File: config.mk
export PLATFORM = sky130hd
export DESIGN_NAME = error_campaign_ctrl
export DESIGN_NICKNAME = d
export VERILOG_FILES = /design/src/rtl/error_campaign_ctrl_pkg.sv /design/src/rtl/error_campaign_ctrl_flip_mask_gen.sv /design/src/rtl/error_campaign_ctrl.sv
export SDC_FILE = /design/constraint.sdc
export NUM_CORES = 1
export LEC_CHECK = 0
export ABC_AREA = 1
export CELL_PAD_IN_SITES_DETAIL_PLACEMENT = 0
export CELL_PAD_IN_SITES_GLOBAL_PLACEMENT = 1
export CORE_ASPECT_RATIO = 1.1
export CORE_MARGIN = 1
export CORE_UTILIZATION = 41
export CTS_CLUSTER_SIZE = 40
export DETAILED_ROUTE_END_ITERATION = 8
export HOLD_SLACK_MARGIN = 0.1
export PLACE_DENSITY = 0.84
export RECOVER_POWER = 25
export SLEW_MARGIN = 40
export SYNTH_ARGS = -nofsm -noshare
export SYNTH_HDL_FRONTEND = slang
export SYNTH_HIERARCHICAL = 1
export SYNTH_SLANG_ARGS = --single-unit
export TNS_END_PERCENT = 20
File: constraint.sdc
create_clock -name clk -period 3.8 [get_ports clk]
set_input_delay 0.95 -clock clk [delete_from_list [all_inputs] [get_ports clk]]
set_output_delay 0.95 -clock clk [all_outputs]
set_load 0.05 [all_outputs]
File: src/rtl/error_campaign_ctrl_pkg.sv
// -----------------------------------------------------------------------------
// error_campaign_ctrl_pkg
// Shared definitions for the error-injection campaign controller:
//   - campaign FSM state encoding (constants plus enum type)
//   - flips encodings understood by the mask generator
//   - LFSR feedback tap constant and seed (bit i set = tap on lfsr bit i)
//   - counter width and a saturating increment helper
// -----------------------------------------------------------------------------
package error_campaign_ctrl_pkg;

  // Width of the word and error counters.
  localparam int CNT_W = 16;

  // FSM state encodings, kept as plain constants for legacy users.
  localparam logic [1:0] ST_IDLE   = 2'd0;
  localparam logic [1:0] ST_DRIVE  = 2'd1;
  localparam logic [1:0] ST_CHECK  = 2'd2;
  localparam logic [1:0] ST_FINISH = 2'd3;

  typedef enum logic [1:0] {
    S_IDLE   = ST_IDLE,
    S_DRIVE  = ST_DRIVE,
    S_CHECK  = ST_CHECK,
    S_FINISH = ST_FINISH
  } state_e;

  // Injected-error encodings (3 is folded to FLIPS_TWO before use).
  localparam logic [1:0] FLIPS_NONE = 2'd0;
  localparam logic [1:0] FLIPS_ONE  = 2'd1;
  localparam logic [1:0] FLIPS_TWO  = 2'd2;

  // Fibonacci LFSR taps, numeric bit i = tap on register bit i (LSB = 0).
  // x^11 + x^9 + 1 for the default 11-bit word: taps on bits 10 and 8.
  localparam logic [63:0] LFSR_TAPS = 64'h0000_0000_0000_0500;
  localparam logic [63:0] LFSR_SEED = 64'd2;

  // Increment that sticks at all-ones instead of wrapping.
  function automatic logic [CNT_W-1:0] sat_inc(input logic [CNT_W-1:0] v);
    logic [CNT_W-1:0] r;
    if (v == {CNT_W{1'b1}}) begin
      r = v;
    end else begin
      r = v + CNT_W'(1);
    end
    return r;
  endfunction

endpackage

File: src/rtl/error_campaign_ctrl_flip_mask_gen.sv
// -----------------------------------------------------------------------------
// flip_mask_gen
// Combinational error-mask generator for the campaign controller.
//   p     : current bit position, valid range 1..W
//   flips : 0 = no error, 1 = bit p, 2 = bits p and (p mod W)+1
//   mask  : [1:W] XOR mask for the encoded word (bit index = position)
// -----------------------------------------------------------------------------
module flip_mask_gen
  import error_campaign_ctrl_pkg::*;
#(
  parameter int W  = 15,
  parameter int PW = $clog2(W + 1)
) (
  input  logic [PW-1:0] p,
  input  logic [1:0]    flips,
  output logic [1:W]    mask
);

  logic [PW-1:0] p2_s;

  // Build the mask: first error at p, second error at the next position with wrap.
  always_comb begin
    mask = '0;
    if (p == PW'(W)) begin
      p2_s = PW'(1);
    end else begin
      p2_s = p + PW'(1);
    end
    for (int i = 1; i <= W; i++) begin
      if ((flips != FLIPS_NONE) && (p == PW'(i))) begin
        mask[i] = 1'b1;
      end else if ((flips == FLIPS_TWO) && (p2_s == PW'(i))) begin
        mask[i] = 1'b1;
      end else begin
        mask[i] = 1'b0;
      end
    end
  end

endmodule

File: src/rtl/error_campaign_ctrl.sv
// -----------------------------------------------------------------------------
// error_campaign_ctrl
// Runs an error-injection campaign against an external encoder/decoder pair.
// Each word takes two cycles: DRIVE registers a new LFSR data word and an
// error mask, CHECK compares the decoder result with the word sent.
//
// Ports:
//   clk        rising-edge clock
//   reset      asynchronous active-high reset
//   start      one-cycle campaign request (ignored while busy)
//   flips      errors per word: 0, 1, 2 (3 behaves as 2)
//   stream     [1:N] data word to the encoder
//   flipMask   [1:N+R] XOR mask for the encoded word
//   outStream  [1:N] decoder result, combinational from stream/flipMask
//   busy       high in DRIVE, CHECK and FINISH
//   done       one-cycle pulse in FINISH
//   wordCnt    words checked (saturating)
//   errCnt     words whose decoder result differed from stream (saturating)
//   failWord   [1:N] outStream of the failing word (only with macro below)
//
// Build option: ERR_CAMPAIGN_STOP_ON_ERROR_EN -- stop the campaign at the
// first mismatching word and expose failWord.
// -----------------------------------------------------------------------------
module error_campaign_ctrl
  import error_campaign_ctrl_pkg::*;
#(
  parameter int N         = 11,
  parameter int R         = 4,
  parameter int NUM_WORDS = 64
) (
  input  logic             clk,
  input  logic             reset,
  input  logic             start,
  input  logic [1:0]       flips,
  output logic [1:N]       stream,
  output logic [1:N+R]     flipMask,
  input  logic [1:N]       outStream,
  output logic             busy,
  output logic             done,
  output logic [CNT_W-1:0] wordCnt,
  output logic [CNT_W-1:0] errCnt
`ifdef ERR_CAMPAIGN_STOP_ON_ERROR_EN
  ,
  output logic [1:N]       failWord
`endif
);

  localparam int         W    = N + R;
  localparam int         PW   = $clog2(W + 1);
  localparam logic [1:N] TAPS = LFSR_TAPS[N-1:0];
  localparam logic [1:N] SEED = LFSR_SEED[N-1:0];

  state_e          state_r;
  logic [1:N]      lfsr_r;
  logic [PW-1:0]   p_r;
  logic [1:0]      flips_r;

  logic            fb_s;
  logic [1:N]      lfsr_next_s;
  logic [PW-1:0]   p_next_s;
  logic [1:W]      mask_s;
  logic            mismatch_s;
  logic [CNT_W-1:0] wcnt_inc_s;
  logic [CNT_W-1:0] ecnt_inc_s;
  logic            finish_s;

  flip_mask_gen #(
    .W  (W),
    .PW (PW)
  ) u_flip_mask_gen (
    .p     (p_r),
    .flips (flips_r),
    .mask  (mask_s)
  );

  // Next-value logic: LFSR step, position wrap, compare and end-of-campaign test.
  always_comb begin
    // The vector is [1:N], so [2:N] is the low N-1 bits shifting up.
    fb_s        = ^(lfsr_r & TAPS);
    lfsr_next_s = {lfsr_r[2:N], fb_s};
    if (p_r == PW'(W)) begin
      p_next_s = PW'(1);
    end else begin
      p_next_s = p_r + PW'(1);
    end
    mismatch_s = (outStream != stream);
    wcnt_inc_s = sat_inc(wordCnt);
    ecnt_inc_s = sat_inc(errCnt);
`ifdef ERR_CAMPAIGN_STOP_ON_ERROR_EN
    finish_s = (wcnt_inc_s == CNT_W'(NUM_WORDS)) || mismatch_s;
`else
    finish_s = (wcnt_inc_s == CNT_W'(NUM_WORDS));
`endif
  end

  // Campaign FSM with registered outputs.
  always_ff @(posedge clk or posedge reset) begin
    if (reset) begin
      state_r  <= S_IDLE;
      lfsr_r   <= SEED;
      p_r      <= PW'(1);
      flips_r  <= FLIPS_NONE;
      stream   <= SEED;
      flipMask <= '0;
      busy     <= 1'b0;
      done     <= 1'b0;
      wordCnt  <= '0;
      errCnt   <= '0;
`ifdef ERR_CAMPAIGN_STOP_ON_ERROR_EN
      failWord <= '0;
`endif
    end else begin
      done <= 1'b0;
      case (state_r)
        S_IDLE: begin
          if (start) begin
            flips_r <= (flips == 2'd3) ? FLIPS_TWO : flips;
            wordCnt <= '0;
            errCnt  <= '0;
            p_r     <= PW'(1);
            busy    <= 1'b1;
            state_r <= S_DRIVE;
          end else begin
            state_r <= S_IDLE;
          end
        end
        S_DRIVE: begin
          lfsr_r   <= lfsr_next_s;
          stream   <= lfsr_next_s;
          flipMask <= mask_s;
          state_r  <= S_CHECK;
        end
        S_CHECK: begin
          wordCnt <= wcnt_inc_s;
          if (mismatch_s) begin
            errCnt <= ecnt_inc_s;
`ifdef ERR_CAMPAIGN_STOP_ON_ERROR_EN
            failWord <= outStream;
`endif
          end else begin
            errCnt <= errCnt;
          end
          p_r <= p_next_s;
          if (finish_s) begin
            done    <= 1'b1;
            state_r <= S_FINISH;
          end else begin
            state_r <= S_DRIVE;
          end
        end
        S_FINISH: begin
          // Mask goes quiet on the way back to IDLE; stream keeps its value.
          flipMask <= '0;
          busy     <= 1'b0;
          state_r  <= S_IDLE;
        end
        default: begin
          flipMask <= '0;
          busy     <= 1'b0;
          state_r  <= S_IDLE;
        end
      endcase
    end
  end

endmodule

==> flow_summary.ini, run 1 <==
[placement]
dpl.hpwl_mm = 7.49
finalWeightedCongestion = 0.934
place_area_mm2 = 0.00503
port_buffers = 75
place_ws_ps = 811

[synthesis]
synthesis.area_mm2 = 0.00418
synth_fp_nets = 596
synthDistinctLibCells = 37
avgSynthCellArea_um2 = 7.30
synth_cells = 573
yosysSeqAreaShare = 0.408
ys_ff_latch = 68
synthFlopType = dfrtp_1
synth-edff-count = 0
async_flop_share = 1.00
ys_warn_count = 6

[clock_tree]
post_cts_buffers = 0
htree_levels = 3
clk_pin_slew_ps = 80
cts_hold_buffers = 0
clk_latency_ps = 350
cts_buffers = 9
cts_tree = built
clockBufferDepth = 2
cts-root-buf = clkbuf_8
cts.repair.resized = 0
clock-sinks = 68

[layout]
areaGrowthSynthToFinish_pct = 25.3
num_antenna_cells = 0
drive_gt1_frac = 0.101
fillers = 991
final_core_util = 0.529
fin_nets = 669
seqCellArea_mm2 = 0.00170
final_area_mm2 = 0.00524
multi_input_area_mm2 = 0.00216

[pwr]
power_frac_comb = 0.130
power_density_mw_per_mm2 = 324
ir_drop_uv = 177
p_clk_frac = 0.408
sw_frac_of_total = 0.271
p_switching_uw = 460
seqPwrFrac = 0.462
intPower_mw = 1.24
p_leak_nw = 2.66

[critical_path]
cp-end-kind = asynchronous set/reset pin
setup.worst_path.class = in2async
worst_path_largest_cell_delay_ps = 910
cp.required_ps = 4170
cp_max_fo = 36
crit_arrival_ps = 3240
critical-path-slowest-cell = clkinvlp_2
start_kind = input port
cp_cell_sequence = dlygate4sd3_1 -> clkinvlp_2 -> clkbuf_2

[die]
die_w_um = 98.3
num_rows = 38
start_util = 0.423
ios = 76
dieArea_mm2 = 0.0106
chipHeight_um = 108
core_mm2 = 0.00989

[global_routing]
grt_antenna_before_repair = 0
grt_pass1_vias = 3699
grt_usage = 0.210
grt_max_degree = 37
grt_pass1_wl_mm = 17.7
grt_remaining_overflow = 0

[timing]
fin_skew_ps = 10.4
fin_hold_ws_ps = 463
drv_slew = 37
hold_viol = 0
setup_violations = 0
rsz0062_at_grt = false
fmax_ghz = 0.349
tightest_slew_ps = 1560
period_share = 0.755
fin_ws_ps = 931
max-slew-margin-rel = -0.0465
fin_tns_setup_ps = 0
finalWorstPathRequiredPeriod_ps = 2870

[routing]
drt-total-wl_mm = 10.4
ant_nets = 0
wire_per_inst_um = 13.4
viasPerCell = 5.07
firstDrtPassIters = 9
drtIter0Drc = 139
routed-via-count = 3909
drc = 5

[worst_hold_path]
hold_class = reg2reg

[job]
drv_cap = 1

[outcome]
violations = DRC, capacitance limit, slew limit
outcome = complete, but fails checks
==> logic make-up after synthesis <==
group                    share of synthesized area
buffers and inverters                       0.0748
multiplexers                               0.00539
flip-flops                                   0.408
XOR/XNOR                                    0.0356
adder cells (fa/ha/maj)                     0.0210
AND/OR/NAND/NOR                              0.384
AO/OA/AOI/OAI                               0.0712
==> flip-flops by register name, indices dropped and copies added, names as in the netlist <==
| name | flops |
|---|---|
| state_r | 2 |
| p_r | 4 |
| flips_r | 2 |
| lfsr_r | 11 |
| wordCnt | 16 |
| errCnt | 16 |
| busy | 1 |
| done | 1 |
| flipMask | 15 |
==> final timing paths <==
check                      startpoint         end  slack (ps)  cells past startpoint
max in group clk                start  errCnt[15]         940                      5
setup reg to reg           state_r[1]  errCnt[15]        1200                      5
hold / removal             state_r[1]        busy         460                      1
min in group asynchronous       reset   lfsr_r[3]        1410                      2
setup / recovery                reset        busy         930                      3
hold reg to reg            state_r[1]        busy         460                      1
==> critical path: cells and delay by family <==
family	cells	cell delay, ps
buffers and inverters	3	2270
==> layer usage <==
| layer | share of wire | track usage |
|---|---|---|
| met1 | 0.47 | 0.275 |
| met2 | 0.47 | 0.344 |
| met3 | 0.037 | 0.0325 |
| met4 | 0.022 | 0.0959 |
| met5 | 0 | 0 |
==> synth_stat cells, types with 8 or more instances <==
cell / count / area share
nand2_1: 166 / 0.15
nand3_1: 74 / 0.089
dfrtp_1: 66 / 0.40
nor2_1: 52 / 0.047
inv_1: 50 / 0.045
o21ai_0: 28 / 0.034
nand4_1: 15 / 0.022
o21ai_1: 10 / 0.012
xnor2_1: 9 / 0.019
buf_2: 8 / 0.0096
nand2_2: 8 / 0.012
or2_2: 8 / 0.012
xor2_1: 8 / 0.017
==> layout make-up <==
cell class,count,area share
multi-input cells,430,0.412
flip-flops and latches,68,0.325
inverters,59,0.0430
well taps,120,0.0287
repair buffers,78,0.147
clock buffers,12,0.0296
clock inverters,4,0.0139
==> placed cells by master (no fill, tap or decap), types with 6 or more instances in the layout <==
master	instances
nand2_1	166
nand3_1	75
clkdlybuf4s50_1	73
dfrtp_1	66
nor2_1	52
inv_1	50
o21ai_0	28
nand4_1	15
clkbuf_8	11
o21ai_1	10
xnor2_1	9
xor2_1	8
nand2_2	8
or2_2	8
nor2_2	7
a21oi_1	7
ha_1	7
nor3_1	6
inv_2	6
==> power groups by stage <==
stage	Clock, mW	Combinational (mW)	Sequential [mW]
2_1_floorplan	0	0.0641	0.871
3_3_place_gp	0	0.224	0.796
3_5_place_dp	0	0.226	0.799
4_1_cts	0.706	0.227	0.785
5_1_grt	0.737	0.239	0.789
6_report	0.692	0.221	0.784
==> metrics by stage <==
stage / power, mW / instances
6_report: 1.70 / 771
5_1_grt: 1.77 / 771
4_1_cts: 1.72 / 771
3_5_place_dp: 1.03 / 755
3_3_place_gp: 1.02 / 755
2_1_floorplan: 0.936 / 573
Note: power is estimated with default switching activity, not from simulation.
==> run 2, diff against run 1 <==
CORE_UTILIZATION = 34   (was 41)
PLACE_DENSITY = 0.74   (was 0.84)
clock period = 2.6 ns   (was 3.8 ns; I/O delays follow)
==> run 2 against run 1 <==
The flow now finishes without violations; die area grew 20%; cell area increased by 3.3%; sequential share of layout area shrank 1.0 points; sequential cell count is the same; global-route usage shrank 2.6 points; via count is 0.46% higher; clock skew shrank 4.9 ps; register-to-register slack got worse by 640 ps; critical path depth fell by 2; core utilization decreased by 8.0 points; first-iteration DRC count up 10%; sequential power up 47%; critical path type is now reg2out; highest routed layer unchanged.
==> flow_summary.ini, run 2 (synthesis gave the netlist of run 1 again) <==
[outcome]
outcome = finished clean

[global_routing]
grt_antenna_before_repair = 0
grt_pass1_vias = 3810
grt_remaining_overflow = 0
grt_max_degree = 69
grt_pass1_wl_mm = 18.5
grt_usage = 0.184

[critical_path]
path_buf_inv = 1
crit_family = buffers and inverters
start_kind = register
setup.worst_path.start = wordCnt[0]
cp_max_fo = 7
reg2reg_from = wordCnt[0]
cp_cell_sequence = clkdlybuf4s50_1
cp.required_ps = 1950
timing.rr.end = state_r[1]
crit_arrival_ps = 1720
worst_path_largest_cell_delay_ps = 860
critical-path-slowest-cell = clkdlybuf4s50_1
r2r_slack_ps = 560
setup.worst_path.class = reg2out
endpoint = wordCnt[0]
reg2reg_depth = 12
worst-path-stages = 1
cp-end-kind = output port

[pwr]
p_leak_nw = 2.71
power_density_mw_per_mm2 = 526
ir_drop_uv = 295
design_power_total_mw = 2.84

[layout]
fillers = 1249
drive_gt1_frac = 0.107
fin_nets = 671
areaGrowthSynthToFinish_pct = 29.4
layout_common_cells = nand2_1 (166), nand3_1 (74), clkdlybuf4s50_1 (74), dfrtp_1 (66), nor2_1 (52)
num_antenna_cells = 0
layout_commonest_cell = nand2_1
reg_top3 = errCnt: 16 flops, wordCnt: 16 flops, flipMask: 15 flops

[clock_tree]
cts_buffers = 9
clk_pin_slew_ps = 60
post_cts_buffers = 0
cts.repair.resized = 0
cts_tree = built
htree_levels = 3
cts_hold_buffers = 0
cts-root-buf = clkbuf_16
clockBufferDepth = 2
clock-sinks = 68
clk_latency_ps = 340

[routing]
firstDrtPassIters = 4
drc = 0
routed-via-count = 3927
wire_per_inst_um = 13.3
drtIter0Drc = 153
drt-total-wl_mm = 10.7
ant_nets = 0
viasPerCell = 4.87

[timing]
fin_hold_ws_ps = 471
setup_violations = 0
drv_slew = 0
finalWorstPathRequiredPeriod_ps = 2370
rsz0062_at_grt = false
hold_viol = 0
fin_tns_setup_ps = 0
fin_ws_ps = 229
fin_skew_ps = 5.47
tightest_slew_ps = 964
max-slew-margin-rel = 0.357
fmax_ghz = 0.422
period_share = 0.912

[placement]
dpl.hpwl_mm = 7.62
port_buffers = 75
finalWeightedCongestion = 0.888
place_ws_ps = 198

[die]
start_util = 0.347
die_w_um = 108
dieArea_mm2 = 0.0127
num_rows = 42
ios = 76
core_mm2 = 0.0120
chipHeight_um = 118

[job]
drv_cap = 0

[worst_hold_path]
hold_class = reg2reg
[run 2: cell types whose count changed in the layout (fill, tap and decap cells not counted), sizes merged]
cell,previous run,this run
buf,2,4
clkbuf,13,12
clkdlybuf4s50,73,74
clkinv,2,3
dlygate4sd3,2,1
[run 2: layout make-up]
class	count	area (um2)	share of cell area
clock buffer	11	253	0.0467
clock inverter	5	83.8	0.0155
sequential	68	1700	0.315
tap	154	193	0.0356
multi-input combinational	430	2160	0.400
timing repair buffer	80	788	0.146
inverter	59	224	0.0414
[run 2: report_power, final]
| part | switching [mW] | leakage, nW | internal [mW] | total [mW] |
|---|---|---|---|---|
| Combinational | 0.199 | 1.71 | 0.127 | 0.326 |
| Clock | 0.479 | 0.158 | 0.893 | 1.37 |
| Sequential | 0.0520 | 0.842 | 1.09 | 1.15 |
[run 2: metal layers]
metal	GRT usage	wire length, um	vias to the layer above
met2	0.292	5100	71
li1	-	-	2004
met4	0.0642	167	0
met5	0	0	-
met3	0.0370	406	11
met1	0.246	5020	1841
[run 2: metrics by stage]
step           utilization  area (um2)  std cells
6_report             0.449        5410        807
5_1_grt              0.449        5410        807
4_1_cts              0.451        5420        807
3_5_place_dp         0.423        5080        791
3_3_place_gp         0.423        5080        791
2_1_floorplan            -        4180        573
[run 2: how the worst min path moves through the flow]
stage                             from      endpoint  slack, ps  cells past startpoint
final                       state_r[1]          busy        470                      1
after global routing      flipMask[12]  flipMask[12]        500                      2
after CTS                   state_r[1]          busy        470                      1
after detailed placement    state_r[1]          busy        460                      1
after global placement      state_r[1]          busy        460                      1
after floorplan             state_r[1]          busy        440                      1
